===== src/rtl/data_length_packer_if.sv =====
// Write-side request bus and read-side FIFO handshake of the data length packer.
// The producer uses the master modport and the packer uses the slave modport.
interface data_length_packer_if #(
  parameter int DATA_W = 32,
  parameter int DEPTH  = 4
);
  localparam int STRB_W = DATA_W / 8;
  localparam int OFF_W  = $clog2(STRB_W);
  localparam int CNT_W  = $clog2(DEPTH) + 1;

  logic              HWriteReg;
  logic [DATA_W-1:0] HWDATA;
  logic [OFF_W-1:0]  HADDR_LO;
  logic [3:0]        SIGNAL_LENGTH;
  logic [1:0]        FILL_MODE;
  logic              in_ready;

  logic [DATA_W-1:0] PWDATA;
  logic [STRB_W-1:0] PSTRB;
  logic              out_valid;
  logic              out_ready;

  logic [CNT_W-1:0]  count;
  logic              err_overflow;
  logic              err_misalign;

  modport master (
    output HWriteReg, HWDATA, HADDR_LO, SIGNAL_LENGTH, FILL_MODE, out_ready,
    input  in_ready, PWDATA, PSTRB, out_valid, count, err_overflow, err_misalign
  );

  modport slave (
    input  HWriteReg, HWDATA, HADDR_LO, SIGNAL_LENGTH, FILL_MODE, out_ready,
    output in_ready, PWDATA, PSTRB, out_valid, count, err_overflow, err_misalign
  );
endinterface


===== src/rtl/data_length_packer.sv =====
// Extracts an 8/16/32/64-bit field from a write word, fills the upper bits and
// queues the formatted word with its byte strobes in a small FIFO.
module data_length_packer #(
  parameter int DATA_W = 32,
  parameter int DEPTH  = 4
) (
  input  logic                HCLK,
  input  logic                HRESET,
  data_length_packer_if.slave bus
);
  localparam int STRB_W = DATA_W / 8;
  localparam int PTR_W  = $clog2(DEPTH);
  localparam int CNT_W  = PTR_W + 1;

  localparam logic [3:0] LEN_8  = 4'b0001;
  localparam logic [3:0] LEN_16 = 4'b0010;
  localparam logic [3:0] LEN_32 = 4'b0100;
  localparam logic [3:0] LEN_64 = 4'b1000;

  typedef enum logic [1:0] {
    FILL_ONES     = 2'b00,
    FILL_ZEROS    = 2'b01,
    FILL_SIGN     = 2'b10,
    FILL_ONES_ALT = 2'b11
  } fill_e;

  typedef struct packed {
    logic [DATA_W-1:0] data;
    logic [STRB_W-1:0] strb;
  } entry_t;

  // ---------------------------------------------------------------------------
  // Request formatting
  // ---------------------------------------------------------------------------
  logic [DATA_W-1:0] shifted;
  logic [DATA_W-1:0] field_mask;
  logic [DATA_W-1:0] fill_bits;
  entry_t            fmt_entry;
  logic              legal;
  logic              sign_bit;

  // NOTE: every variable of a combinational block gets a default before any
  // branch, so no path leaves it unassigned and no latch is inferred.
  always_comb begin
    // An aligned field starts at bit 8*offset for every legal length.
    shifted    = bus.HWDATA >> {bus.HADDR_LO, 3'b000};
    field_mask = '0;
    fill_bits  = '1;
    fmt_entry  = '0;
    legal      = 1'b0;
    sign_bit   = 1'b0;

    case (bus.SIGNAL_LENGTH)
      LEN_8: begin
        legal          = 1'b1;
        field_mask     = DATA_W'(8'hFF);
        fmt_entry.strb = STRB_W'(1'b1);
        sign_bit       = shifted[7];
      end
      LEN_16: begin
        legal          = (bus.HADDR_LO[0] == 1'b0);
        field_mask     = DATA_W'(16'hFFFF);
        fmt_entry.strb = STRB_W'(2'b11);
        sign_bit       = shifted[15];
      end
      LEN_32: begin
        legal          = (bus.HADDR_LO[1:0] == 2'b00);
        field_mask     = DATA_W'(32'hFFFF_FFFF);
        fmt_entry.strb = STRB_W'(4'b1111);
        sign_bit       = shifted[31];
      end
      LEN_64: begin
        legal          = (DATA_W == 64) && (bus.HADDR_LO == '0);
        field_mask     = '1;
        fmt_entry.strb = '1;
        sign_bit       = shifted[DATA_W-1];
      end
      default: ;
    endcase

    case (fill_e'(bus.FILL_MODE))
      FILL_ZEROS: fill_bits = '0;
      FILL_SIGN:  fill_bits = {DATA_W{sign_bit}};
      default:    fill_bits = '1;
    endcase

    fmt_entry.data = (shifted & field_mask) | (fill_bits & ~field_mask);
  end

  // ---------------------------------------------------------------------------
  // FIFO control
  // ---------------------------------------------------------------------------
  logic [PTR_W-1:0] wr_ptr;
  logic [PTR_W-1:0] rd_ptr;
  logic [CNT_W-1:0] count_q;
  logic             err_overflow_q;
  logic             err_misalign_q;
  logic             full;
  logic             not_empty;
  logic             push;
  logic             pop;

  // Full is judged on the registered count only, so a pop on the same edge
  // never makes room for a push.
  assign full      = (count_q == CNT_W'(DEPTH));
  assign not_empty = (count_q != '0);
  assign push      = bus.HWriteReg && !full && legal;
  assign pop       = not_empty && bus.out_ready;

  // NOTE: sequential state uses non-blocking assignments so every register
  // samples the pre-edge values regardless of statement order.
  always_ff @(posedge HCLK) begin
    if (HRESET) begin
      wr_ptr         <= '0;
      rd_ptr         <= '0;
      count_q        <= '0;
      err_overflow_q <= 1'b0;
      err_misalign_q <= 1'b0;
    end else begin
      if (push) wr_ptr <= wr_ptr + PTR_W'(1);
      if (pop)  rd_ptr <= rd_ptr + PTR_W'(1);

      case ({push, pop})
        2'b10:   count_q <= count_q + CNT_W'(1);
        2'b01:   count_q <= count_q - CNT_W'(1);
        default: count_q <= count_q;
      endcase

      // A write refused for fullness reports only the overflow.
      if (bus.HWriteReg && full)
        err_overflow_q <= 1'b1;
      else if (bus.HWriteReg && !legal)
        err_misalign_q <= 1'b1;
    end
  end

  // ---------------------------------------------------------------------------
  // Entry storage
  // ---------------------------------------------------------------------------
  entry_t mem [DEPTH];

  // NOTE: the storage array has no reset; a slot is only ever read after it
  // has been written, and the output mux hides it while the FIFO is empty.
  always_ff @(posedge HCLK) begin
    if (push) mem[wr_ptr] <= fmt_entry;
  end

  assign bus.PWDATA       = not_empty ? mem[rd_ptr].data : '0;
  assign bus.PSTRB        = not_empty ? mem[rd_ptr].strb : '0;
  assign bus.out_valid    = not_empty;
  assign bus.in_ready     = !full;
  assign bus.count        = count_q;
  assign bus.err_overflow = err_overflow_q;
  assign bus.err_misalign = err_misalign_q;

endmodule


===== src/flat_wrapper.sv =====
// flat-port wrapper written by rule: the top's interface ports become plain ports
module data_length_packer_flat 
#(
  parameter int DATA_W = 32,
  parameter int DEPTH  = 4
)
  (HCLK, HRESET, bus_HWriteReg, bus_HWDATA, bus_HADDR_LO, bus_SIGNAL_LENGTH, bus_FILL_MODE, bus_out_ready, bus_in_ready, bus_PWDATA, bus_PSTRB, bus_out_valid, bus_count, bus_err_overflow, bus_err_misalign);
  data_length_packer_if #(.DATA_W(DATA_W), .DEPTH(DEPTH)) bus_i ();
  input  logic HCLK;
  input  logic HRESET;
  input wire logic [$bits(bus_i.HWriteReg)-1:0] bus_HWriteReg;
  input wire logic [$bits(bus_i.HWDATA)-1:0] bus_HWDATA;
  input wire logic [$bits(bus_i.HADDR_LO)-1:0] bus_HADDR_LO;
  input wire logic [$bits(bus_i.SIGNAL_LENGTH)-1:0] bus_SIGNAL_LENGTH;
  input wire logic [$bits(bus_i.FILL_MODE)-1:0] bus_FILL_MODE;
  input wire logic [$bits(bus_i.out_ready)-1:0] bus_out_ready;
  output wire logic [$bits(bus_i.in_ready)-1:0] bus_in_ready;
  output wire logic [$bits(bus_i.PWDATA)-1:0] bus_PWDATA;
  output wire logic [$bits(bus_i.PSTRB)-1:0] bus_PSTRB;
  output wire logic [$bits(bus_i.out_valid)-1:0] bus_out_valid;
  output wire logic [$bits(bus_i.count)-1:0] bus_count;
  output wire logic [$bits(bus_i.err_overflow)-1:0] bus_err_overflow;
  output wire logic [$bits(bus_i.err_misalign)-1:0] bus_err_misalign;
  assign bus_i.HWriteReg = bus_HWriteReg;
  assign bus_i.HWDATA = bus_HWDATA;
  assign bus_i.HADDR_LO = bus_HADDR_LO;
  assign bus_i.SIGNAL_LENGTH = bus_SIGNAL_LENGTH;
  assign bus_i.FILL_MODE = bus_FILL_MODE;
  assign bus_i.out_ready = bus_out_ready;
  assign bus_in_ready = bus_i.in_ready;
  assign bus_PWDATA = bus_i.PWDATA;
  assign bus_PSTRB = bus_i.PSTRB;
  assign bus_out_valid = bus_i.out_valid;
  assign bus_count = bus_i.count;
  assign bus_err_overflow = bus_i.err_overflow;
  assign bus_err_misalign = bus_i.err_misalign;
  data_length_packer #(.DATA_W(DATA_W), .DEPTH(DEPTH)) u_core (.HCLK(HCLK), .HRESET(HRESET), .bus(bus_i));
endmodule

===== config.mk =====
export PLATFORM = sky130hd
export DESIGN_NAME = data_length_packer_flat
export DESIGN_NICKNAME = d
export VERILOG_FILES = /design/src/rtl/data_length_packer_if.sv /design/src/rtl/data_length_packer.sv /design/src/flat_wrapper.sv
export SDC_FILE = /design/constraint.sdc
export NUM_CORES = 1
export LEC_CHECK = 0
export ABC_CLOCK_PERIOD_IN_PS = 6300
export BUFFER_PORTS_ARGS = -buffer_cell sky130_fd_sc_hd__buf_2
export CAP_MARGIN = 20
export CORE_UTILIZATION = 50
export DETAILED_ROUTE_END_ITERATION = 7
export GPL_ROUTABILITY_DRIVEN = 0
export HOLD_SLACK_MARGIN = 0.08
export PLACE_DENSITY = 0.7
export SLEW_MARGIN = 20
export SYNTH_ARGS = -nofsm -noshare
export SYNTH_HDL_FRONTEND = slang
export SYNTH_SLANG_ARGS = --single-unit
export TNS_END_PERCENT = 1

===== constraint.sdc =====
create_clock -name HCLK -period 6.3 [get_ports HCLK]
set_input_delay 0.315 -clock HCLK [delete_from_list [all_inputs] [get_ports HCLK]]
set_output_delay 0.315 -clock HCLK [all_outputs]
set_load 0.1 [all_outputs]

==> impl_results.md, run 1 <==
- Status: completed
- Final ANT Viol Nets: 0
- DIE AREA: 0.0140 mm^2
- CORE AREA: 0.0132 mm^2
- Pin count of the biggest net entering global routing: 39
- Total CTS buffers: 17
- Number of enable flip-flop cells after synthesis: 140
- Number of global-route vias before repair: 4160
- Slew @ Worst Pin: 1.02 ns
- Wirelength per Cell: 20.4 um
- Min Tclk post-route: 2.73 ns
- Cell count after synthesis: 418
- Fmax: 367 MHz
- DRC viols: 0
- Hold_buf cts: 0
- Area of the mapped netlist: 0.00678 mm^2
- Ys flop type: edfxtp_1
- Period Utilization, post-route: 0.433
- Hold Vio Cnt, Final: 0
- Initial antenna violation count: 0
- Setup repair after global routing missed its margin: false
- Critical path capture point type: primary output
- Synth area leaders: edfxtp_1, mux4_2, mux2i_1
- Post-CTS Resized: 0
- Clock root buffer: clkbuf_16
- Register area share after synthesis: 0.653
- Flops & latches, synth: 151
- # Post-CTS Setup Buffers: 0
- H-tree depth: 4
- Met2 Routed Length: 7190 um
- Drt via density: 5.76
- Post-DP HPWL: 9170 um
- Total number of vias: 3995
- Post-route core utilization: 0.599
- Top sig layer: met4
- Worst Path Max Fanout: 35
- Clock slew at reported path FFs: 0.06 ns
- Most frequent cells in the layout: edfxtp_1, buf_2, and2_1
- IO Pins: 87
- Hold crit path type: primary input to register
- Row count: 42
- Most common cell after layout, fill and taps aside: edfxtp_1
- Pwr Density: 318 mW/mm^2
- Clk_lat worst skew: 0.42 ns
- Count of cell types in the netlist: 42
- Chip width: 118 um
- Proportion of netlist area held by the largest area contributor: 0.620
- Post-Syn Area per Cell: 16.2 um^2
- Final setup fails: 0
- Initial Util: 0.512
- Worst-case vdd ir drop: 196 uV
- Area growth syn-to-layout: 17.1%
- CP Launch Type: register
- Biggest area consumer among synthesized cells: edfxtp_1
- TNS Setup: 0 ns
- Asr flop ratio synth: 0
- Arrival time of the worst setup path: 2.41 ns
- Die boundary height: 118 um
- Final layout net count: 555
- Clock sinks: 151
- Drt first pass iters: 4
- Detailed Route Iter0 Violations: 214
- Setup CP Type: register to primary output
- Synthesis Warnings: 0
- Worst clock skew: 0.00685 ns
- First-pass GRT wire length: 22200 um
- Grt ovf: 0
- Clock buffer depth: 2
- Max-slew violation count: 0
- Met1 wire length: 5860 um
- Met3 wire length: 780 um
- Fillers: 1080
- CP required: 5.98 ns
- Drt total wl: 14200 um
- Number of port buffers: 86
- Max Cap Viol: 0
- Mapped Nets: 468
- Worst slew margin: 0.322
- Share of layout cells above drive strength 1: 0.330
- TritonCTS clock tree: yes
- Leak: 0.00280 uW
- Total track usage: 0.219
- Ant. Diodes: 0
## logic make-up after synthesis
group | Yosys count | share of synthesized area
xor+xnor | 6 | 0.00776
simple gates | 92 | 0.0796
fa+ha+maj | 6 | 0.0122
flops | 151 | 0.653
compound gates | 61 | 0.0561
mux | 68 | 0.167
buf+inv | 34 | 0.0242
## path summary, 6_finish.rpt
path / start / endpoint / slack, ns / cells past startpoint
max reg2reg: u_core.bus.count[2] / u_core.bus.count[2] / 3.84 / 10
max: register / bus_PWDATA[7] / 3.57 / 4
min reg2reg: u_core.bus.err_overflow / u_core.bus.err_overflow / 0.48 / 2
min: HRESET / register / 0.20 / 2
## cell type report
| cell class | count | area (um^2) | area share |
|---|---|---|---|
| sequential | 151 | 4430 | 0.558 |
| multi-input combinational | 233 | 2190 | 0.276 |
| timing repair buffer | 95 | 505 | 0.0637 |
| clock buffer | 20 | 437 | 0.0551 |
| tap | 176 | 220 | 0.0278 |
| clock inverter | 12 | 130 | 0.0164 |
| inverter | 7 | 26.3 | 0.00331 |
## per-layer routing
metal  vias to the layer above  GRT usage
met5                         -     0.0110
met4                         0      0.107
met2                       138      0.354
met3                        25     0.0487
li1                       1803          -
met1                      2029      0.279
## report_power, final
group	switching (uW)	internal, uW	total, uW
logic	330	104	434
clock network	381	581	961
registers	4.25	1120	1130
total	715	1810	2520
## worst max-delay path, cell delays in order (launching register included)
cell	delay, ns
dfxtp_2	0.31
buf_4	0.57
mux4_2	0.64
and2_1	0.17
buf_2	0.28
## synth_stat cells (3+ instances only)
library cell,instances
edfxtp_1,140
and2_1,40
mux4_2,36
mux2i_1,31
nor2_1,21
o21ai_0,19
a21oi_1,18
buf_2,11
dfxtp_1,11
nand2_1,11
clkbuf_1,10
a211oi_1,8
o22ai_1,8
inv_1,7
ha_1,5
nand2b_1,4
xor2_1,4
or3_1,3
## sequential cells by signal, summed over array words and instances (netlist names), named ones only
signal                   flops
u_core.mem                 140
u_core.bus.err_overflow      1
u_core.bus.err_misalign      1
u_core.bus.count             3
u_core.wr_ptr                2
u_core.rd_ptr                2
## per-stage QoR
step	hold slack [ns]	worst slack (ns)	cells	area, um^2	power (uW)
floorplan	0.481	2.83	418	6780	1500
global placement	0.452	3.17	661	7350	1580
detailed placement	0.463	3.51	662	7360	1580
CTS	0.198	3.51	694	7930	2540
global route	0.215	3.43	694	7930	2600
finish	0.202	3.57	694	7930	2520
(Power assumes the default switching activity.)
==> run 2: changes to the inputs <==
- ABC_CLOCK_PERIOD_IN_PS: 6300 -> 2700
- clock period: 6.3 -> 2.7 ns (I/O delays scaled with it)
==> run 2 against run 1 <==
Worst setup slack got worse by 3.3 ns; via count decreased by 1.3%; critical path depth grew 6; highest routed layer unchanged.
==> impl_results.md, run 2 (synthesis results as in run 1) <==
- Final ANT Viol Nets: 0 (unchanged)
- CP Launch Type: register
- Comb pwr share: 0.174 (+0.002)
- Status: completed
- GR Util met2: 0.351 (-0.00331)
- Worst clock skew: 0.00867 ns (+0.00182 ns)
- Pwr Density: 733 mW/mm^2 (+130%)
- Hold crit path type: primary input to register
- DIE AREA: 0.0140 mm^2 (unchanged)
- Number of global-route vias before repair: 4124 (-0.87%)
- Ant. Diodes: 0 (unchanged)
- Setup ws final: 0.266 ns (-3.31 ns)
- Clock slew at reported path FFs: 0.06 ns (about the same)
- Hold Crit Start: bus_out_ready
- Max Cap Viol: 0 (unchanged)
- First-pass GRT wire length: 22300 um (+0.75%)
- R2r setup slk: 0.27 ns (-3.57 ns)
- Arrival time of the worst setup path: 2.78 ns (+0.37 ns)
- Slew @ Worst Pin: 0.971 ns (-0.0441 ns)
- Drt via density: 5.63 (-2.1%)
- Final layout net count: 561 (+1.1%)
- P_int: 4250 uW (+140%)
- Clk_lat worst skew: 0.42 ns (about the same)
- Wirelength per Cell: 20.1 um (-1.3%)
- Pre-CTS setup slack: 0.270 ns (-3.24 ns)
- Initial Util: 0.512 (unchanged)
- Leak: 0.00287 uW (+2.4%)
- Period Utilization, post-route: 0.901
- TritonCTS clock tree: yes
- Fillers: 1025 (-5.1%)
- Row count: 42 (unchanged)
- # Post-CTS Setup Buffers: 0 (unchanged)
- WHS Path Cells: 4 (+2)
- Critical R2R Launch: u_core.bus.count[0]
- Drt total wl: 14100 um (-0.43%)
- Pin count of the biggest net entering global routing: 38 (-2.6%)
- Number of port buffers: 86 (unchanged)
- TNS Setup: 0 ns (unchanged)
- Clock sinks: 151 (unchanged)
- Critical path capture point type: register
- Setup repair after global routing missed its margin: false
- Met3 usage: 0.0579 (+0.00917)
- Detailed Route Iter0 Violations: 265 (+24%)
- Area growth syn-to-layout: 18.6%
- Total CTS buffers: 17 (unchanged)
- Busiest grt layer: met2
- Sequential Area: 0.00443 mm^2 (about the same)
- Most frequent cells in the layout: edfxtp_1, buf_2, and2_1, mux4_2, mux2i_1
- Min Tclk post-route: 2.43 ns
- IO Pins: 87 (unchanged)
- Max-slew violation count: 0 (unchanged)
- Post-DP HPWL: 9050 um (-1.2%)
- Fmax: 411 MHz
- Die boundary height: 118 um (unchanged)
- Final setup fails: 0 (unchanged)
- Reg2reg path depth: 10 (unchanged)
- Initial antenna violation count: 0 (unchanged)
- CORE AREA: 0.0132 mm^2 (unchanged)
- Worst-case vdd ir drop: 501 uV (+160%)
- Power share of the clock group: 0.379 (-0.002)
- Max reg flops: 140 (unchanged)
- Chip width: 118 um (unchanged)
- Total number of vias: 3944 (-1.3%)
- DRC viols: 0 (unchanged)
- Worst slew margin: 0.351 (+0.0295)
- Net switching power: 1640 uW (+130%)
- Clock root buffer: clkbuf_16
- Crit Reg-Reg Endpoint: u_core.bus.count[2]
- Sw Share: 0.279 (-0.00471)
- H-tree depth: 4 (unchanged)
- Hold Vio Cnt, Final: 0 (unchanged)
- Most common cell after layout, fill and taps aside: edfxtp_1
- Drt first pass iters: 5 (+1)
- Share of layout cells above drive strength 1: 0.345 (+0.0153)
- Worst Path Max Fanout: 7 (-80%)
- Clock buffer depth: 2 (unchanged)
- Grt ovf: 0 (unchanged)
- Setup CP Type: register to register
- Sequential share of power: 0.447 (about the same)
- Area of the multi-input gates: 0.00219 mm^2 (+0.23%)
- Total track usage: 0.218 (-0.000879)
- CP required: 3.05 ns (-2.93 ns)
- M1 GR Usage: 0.281 (+0.00208)
- Top reg by flops: u_core.mem
run 2: cell type report:
| cell class | count | area share |
|---|---|---|
| multi-input cells | 233 | 0.273 |
| well taps | 176 | 0.0274 |
| clock buffers | 26 | 0.0674 |
| clock inverters | 6 | 0.00405 |
| repair buffers | 101 | 0.0744 |
| inverters | 7 | 0.00327 |
| flip-flops and latches | 151 | 0.551 |
run 2: worst max path at each step:
stage	startpoint	end	slack [ns]
after floorplan	u_core.bus.count[0]	u_core.bus.count[2]	-0.49
after global placement	u_core.bus.count[0]	u_core.bus.count[2]	0.39
after detailed placement	u_core.bus.count[0]	u_core.bus.count[2]	0.27
after CTS	u_core.bus.count[0]	u_core.bus.count[2]	0.27
after global routing	u_core.bus.count[0]	u_core.bus.count[2]	0.11
final	u_core.bus.count[0]	u_core.bus.count[2]	0.27
run 2: metal layers:
| metal | vias to the layer above | routed length (um) |
|---|---|---|
| met5 | - | 0 |
| met4 | 0 | 312 |
| met3 | 20 | 916 |
| met2 | 142 | 6920 |
| met1 | 1964 | 5940 |
| li1 | 1818 | - |
run 2: timing repair:
action | CTS | global route
gates resized for setup | 0 | 0
hold buffers | 2 | 0
setup endpoints to repair | 0 | 0
endpoints found under the hold margin | 9 | 0
run 2: per-stage QoR:
step | std cells | total power, uW | hold WS [ns] | cell area [um^2] | util
floorplan | 418 | 3490 | 0.315 | 6780 | -
global placement | 666 | 3690 | 0.438 | 7440 | 0.562
CTS | 700 | 5930 | 0.0982 | 8040 | 0.607
detailed placement | 666 | 3710 | 0.450 | 7440 | 0.562
global route | 700 | 6080 | 0.146 | 8040 | 0.607
finish | 700 | 5890 | 0.110 | 8040 | 0.607
run 2: worst max-delay path, stage by stage (launching register included):
cell	delay, ns
dfxtp_1	0.35
or3b_2	0.51
nand2_1	0.10
a211oi_2	0.09
inv_1	0.09
ha_1	0.18
inv_1	0.06
fa_1	0.37
xor2_1	0.15
or3_1	0.31
a21oi_1	0.15
run 2: power by group through the flow:
| stage | clock network, uW | registers (uW) | logic (uW) |
|---|---|---|---|
| finish | 2230 | 2630 | 1030 |
| global route | 2360 | 2630 | 1080 |
| CTS | 2260 | 2630 | 1030 |
| detailed placement | 0 | 2680 | 1030 |
| global placement | 0 | 2680 | 1010 |
| floorplan | 0 | 2710 | 785 |
==> run 3: changes to the inputs <==
- CORE_UTILIZATION: 50 -> 55
- PLACE_DENSITY: 0.7 -> 0.76
==> run 3 against run 2 <==
Hold slack gained 0.014 ns; clock-buffer cell count is 7 lower; clock power barely moved; register-to-register slack hardly changed; core utilization increased by 6.1 points; largest power group unchanged; combinational power barely moved; routed wire length increased by 1.8%; final area shrank 0.23%; final cell count decreased by 3.9%; worst setup slack worse by 0.012 ns; sequential power is essentially flat.
==> impl_results.md, run 3 (synthesis results as in run 1) <==
- Area growth syn-to-layout: 18.4%
- Busiest grt layer: met2
- Hold_buf cts: 2 (unchanged)
- Clk_lat worst skew: 0.41 ns (about the same)
- Leak: 0.00286 uW (-0.34%)
- Status: completed
- Total number of vias: 4020 (+1.9%)
- Max reg flops: 140 (unchanged)
- Worst Path Max Fanout: 7 (unchanged)
- Worst clock skew: 0.00482 ns (-0.00385 ns)
- Hold Crit Start: bus_out_ready
- Share of layout cells above drive strength 1: 0.346 (+0.000588)
- Crit-path max cell delay: 0.52 ns (about the same)
- Worst-path cell chain: or3b_2 -> nand2_1 -> a211oi_2 -> inv_1 -> ha_1 -> inv_1 -> fa_1 -> xor2_1 -> or3_1 -> a21oi_1
- Post-DP HPWL: 9370 um (+3.5%)
- Final setup fails: 0 (unchanged)
- Total CTS buffers: 17 (unchanged)
- Slew @ Worst Pin: 0.944 ns (-0.0267 ns)
- Chip width: 113 um (-4.6%)
- M1 GR Usage: 0.318 (+0.0364)
- WHS Path Cells: 4 (unchanged)
- Grt ovf: 0 (unchanged)
- Most common cell after layout, fill and taps aside: edfxtp_1
- Post-CTS Resized: 0 (unchanged)
- Hold Vio Cnt, Final: 0 (unchanged)
- DIE AREA: 0.0128 mm^2 (-8.9%)
- Final ANT Viol Nets: 0 (unchanged)
- CORE AREA: 0.0120 mm^2 (-9.3%)
- Fmax: 409 MHz (-0.47%)
- H-tree depth: 4 (unchanged)
- Crit path top cell by count: inv_1
- Hold crit path type: primary input to register
- Clock buffer depth: 2 (unchanged)
- Dpl cells: 639 (-4.1%)
- Hold_ws: 0.125 ns (+0.0145 ns)
- Setup ws final: 0.255 ns (-0.0115 ns)
- Detailed Route Iter0 Violations: 380 (+43%)
- CP Launch Type: register
- Initial antenna violation count: 0 (unchanged)
- Max-slew violation count: 0 (unchanged)
- Die boundary height: 113 um (-4.6%)
- Ant. Diodes: 0 (unchanged)
- R2r setup slk: 0.25 ns (about the same)
- Critical R2R Launch: u_core.bus.count[0]
- Min Tclk post-route: 2.45 ns (+0.0115 ns)
- CP required: 3.04 ns (about the same)
- Total track usage: 0.245 (+0.0272)
- Design Area, Final: 0.00802 mm^2 (-0.23%)
- DRC viols: 0 (unchanged)
- Drt total wl: 14400 um (+1.8%)
- Clock slew at reported path FFs: 0.06 ns (about the same)
- Clock sinks: 151 (unchanged)
- TritonCTS clock tree: yes
- Pin count of the biggest net entering global routing: 38 (unchanged)
- Arrival time of the worst setup path: 2.78 ns (about the same)
- Period Utilization, post-route: 0.906 (+0.00427)
- Area of placed instances: 0.00743 mm^2 (-0.12%)
- Setup CP Type: register to register
- Top reg by flops: u_core.mem
- First-pass GRT wire length: 22800 um (+1.8%)
- Wirelength per Cell: 21.3 um (+5.9%)
- CP Launch Point: u_core.bus.count[0]
- Critical path capture point type: register
- Max Cap Viol: 0 (unchanged)
- Worst slew margin: 0.365 (+0.0137)
- Reg2reg path depth: 10 (unchanged)
- Pre-CTS setup slack: 0.285 ns (+0.0145 ns)
- Number of port buffers: 86 (unchanged)
- TNS Setup: 0 ns (unchanged)
- Setup repair after global routing missed its margin: false
- Row count: 40 (-4.8%)
- Worst Setup EP: u_core.bus.count[2]
- CP max stage cell: or3b_2
- GR Util met2: 0.419 (+0.0682)
- Drt first pass iters: 5 (unchanged)
- Drt via density: 5.97 (+6.0%)
- Initial Util: 0.564 (+0.0524)
- Final layout net count: 563 (+0.36%)
- # Post-CTS Setup Buffers: 0 (unchanged)
- Pwr Density: 735 mW/mm^2 (+0.32%)
- Crit Reg-Reg Endpoint: u_core.bus.count[2]
- Most frequent cells in the layout: edfxtp_1, buf_2, and2_1, mux4_2, mux2i_1
- IO Pins: 87 (unchanged)
- Worst-case vdd ir drop: 405 uV (-19%)
- Met3 usage: 0.0546 (-0.00328)
- Number of global-route vias before repair: 4255 (+3.2%)
- Final non-filler cell total: 673 (-3.9%)
- Clock root buffer: clkbuf_16
-- run 3: changes by cell type in the layout (fill, tap and decap cells not counted), sizes merged --
cell      delta
buf          +2
clkbuf       -7
bufinv       +2
inv          -1
clkinvlp     +3
clkinv       +3
-- run 3: metal layers --
layer,vias up,part of all wire
met3,12,0.062
met4,0,0.010
li1,1820,-
met2,152,0.51
met1,2036,0.41
met5,-,0
-- run 3: cell type report --
class                           count  area (um^2)
Clock inverter                     13          131
Multi-Input combinational cell    233         2190
Tap cell                          147          184
Clock buffer                       19          433
Inverter                            7         26.3
Sequential cell                   151         4430
Fill cell                         839         3990
Timing Repair Buffer              103          626
-- run 3: worst min path at each step --
stage	endpoint	slack, ns
after floorplan	u_core.wr_ptr[1]	0.32
after global placement	u_core.bus.count[2]	0.44
after detailed placement	u_core.bus.count[2]	0.46
after CTS	register	0.12
after global routing	u_core.mem[2][34]	0.19
final	register	0.12
-- run 3: power breakdown --
group / switching, uW / internal [uW]
Sequential: 11.0 / 2620
Clock: 886 / 1350
Combinational: 772 / 255
Total: 1670 / 4230
-- run 3: worst max-delay path, delay by kind of cell (launching register included) --
family,cells,cell delay [ns]
and+or+nand+nor,3,0.95
adders and majority gates,2,0.55
xor gates and xnor gates,1,0.16
AOI/OAI and AO/OA,2,0.23
buffers and inverters,2,0.15
DFF,1,0.35
-- run 3: per-stage QoR --
step	total power, uW	util
2_1_floorplan	3490	-
3_3_place_gp	3690	0.619
3_5_place_dp	3710	0.619
4_1_cts	5930	0.668
5_1_grt	6090	0.668
6_report	5900	0.668
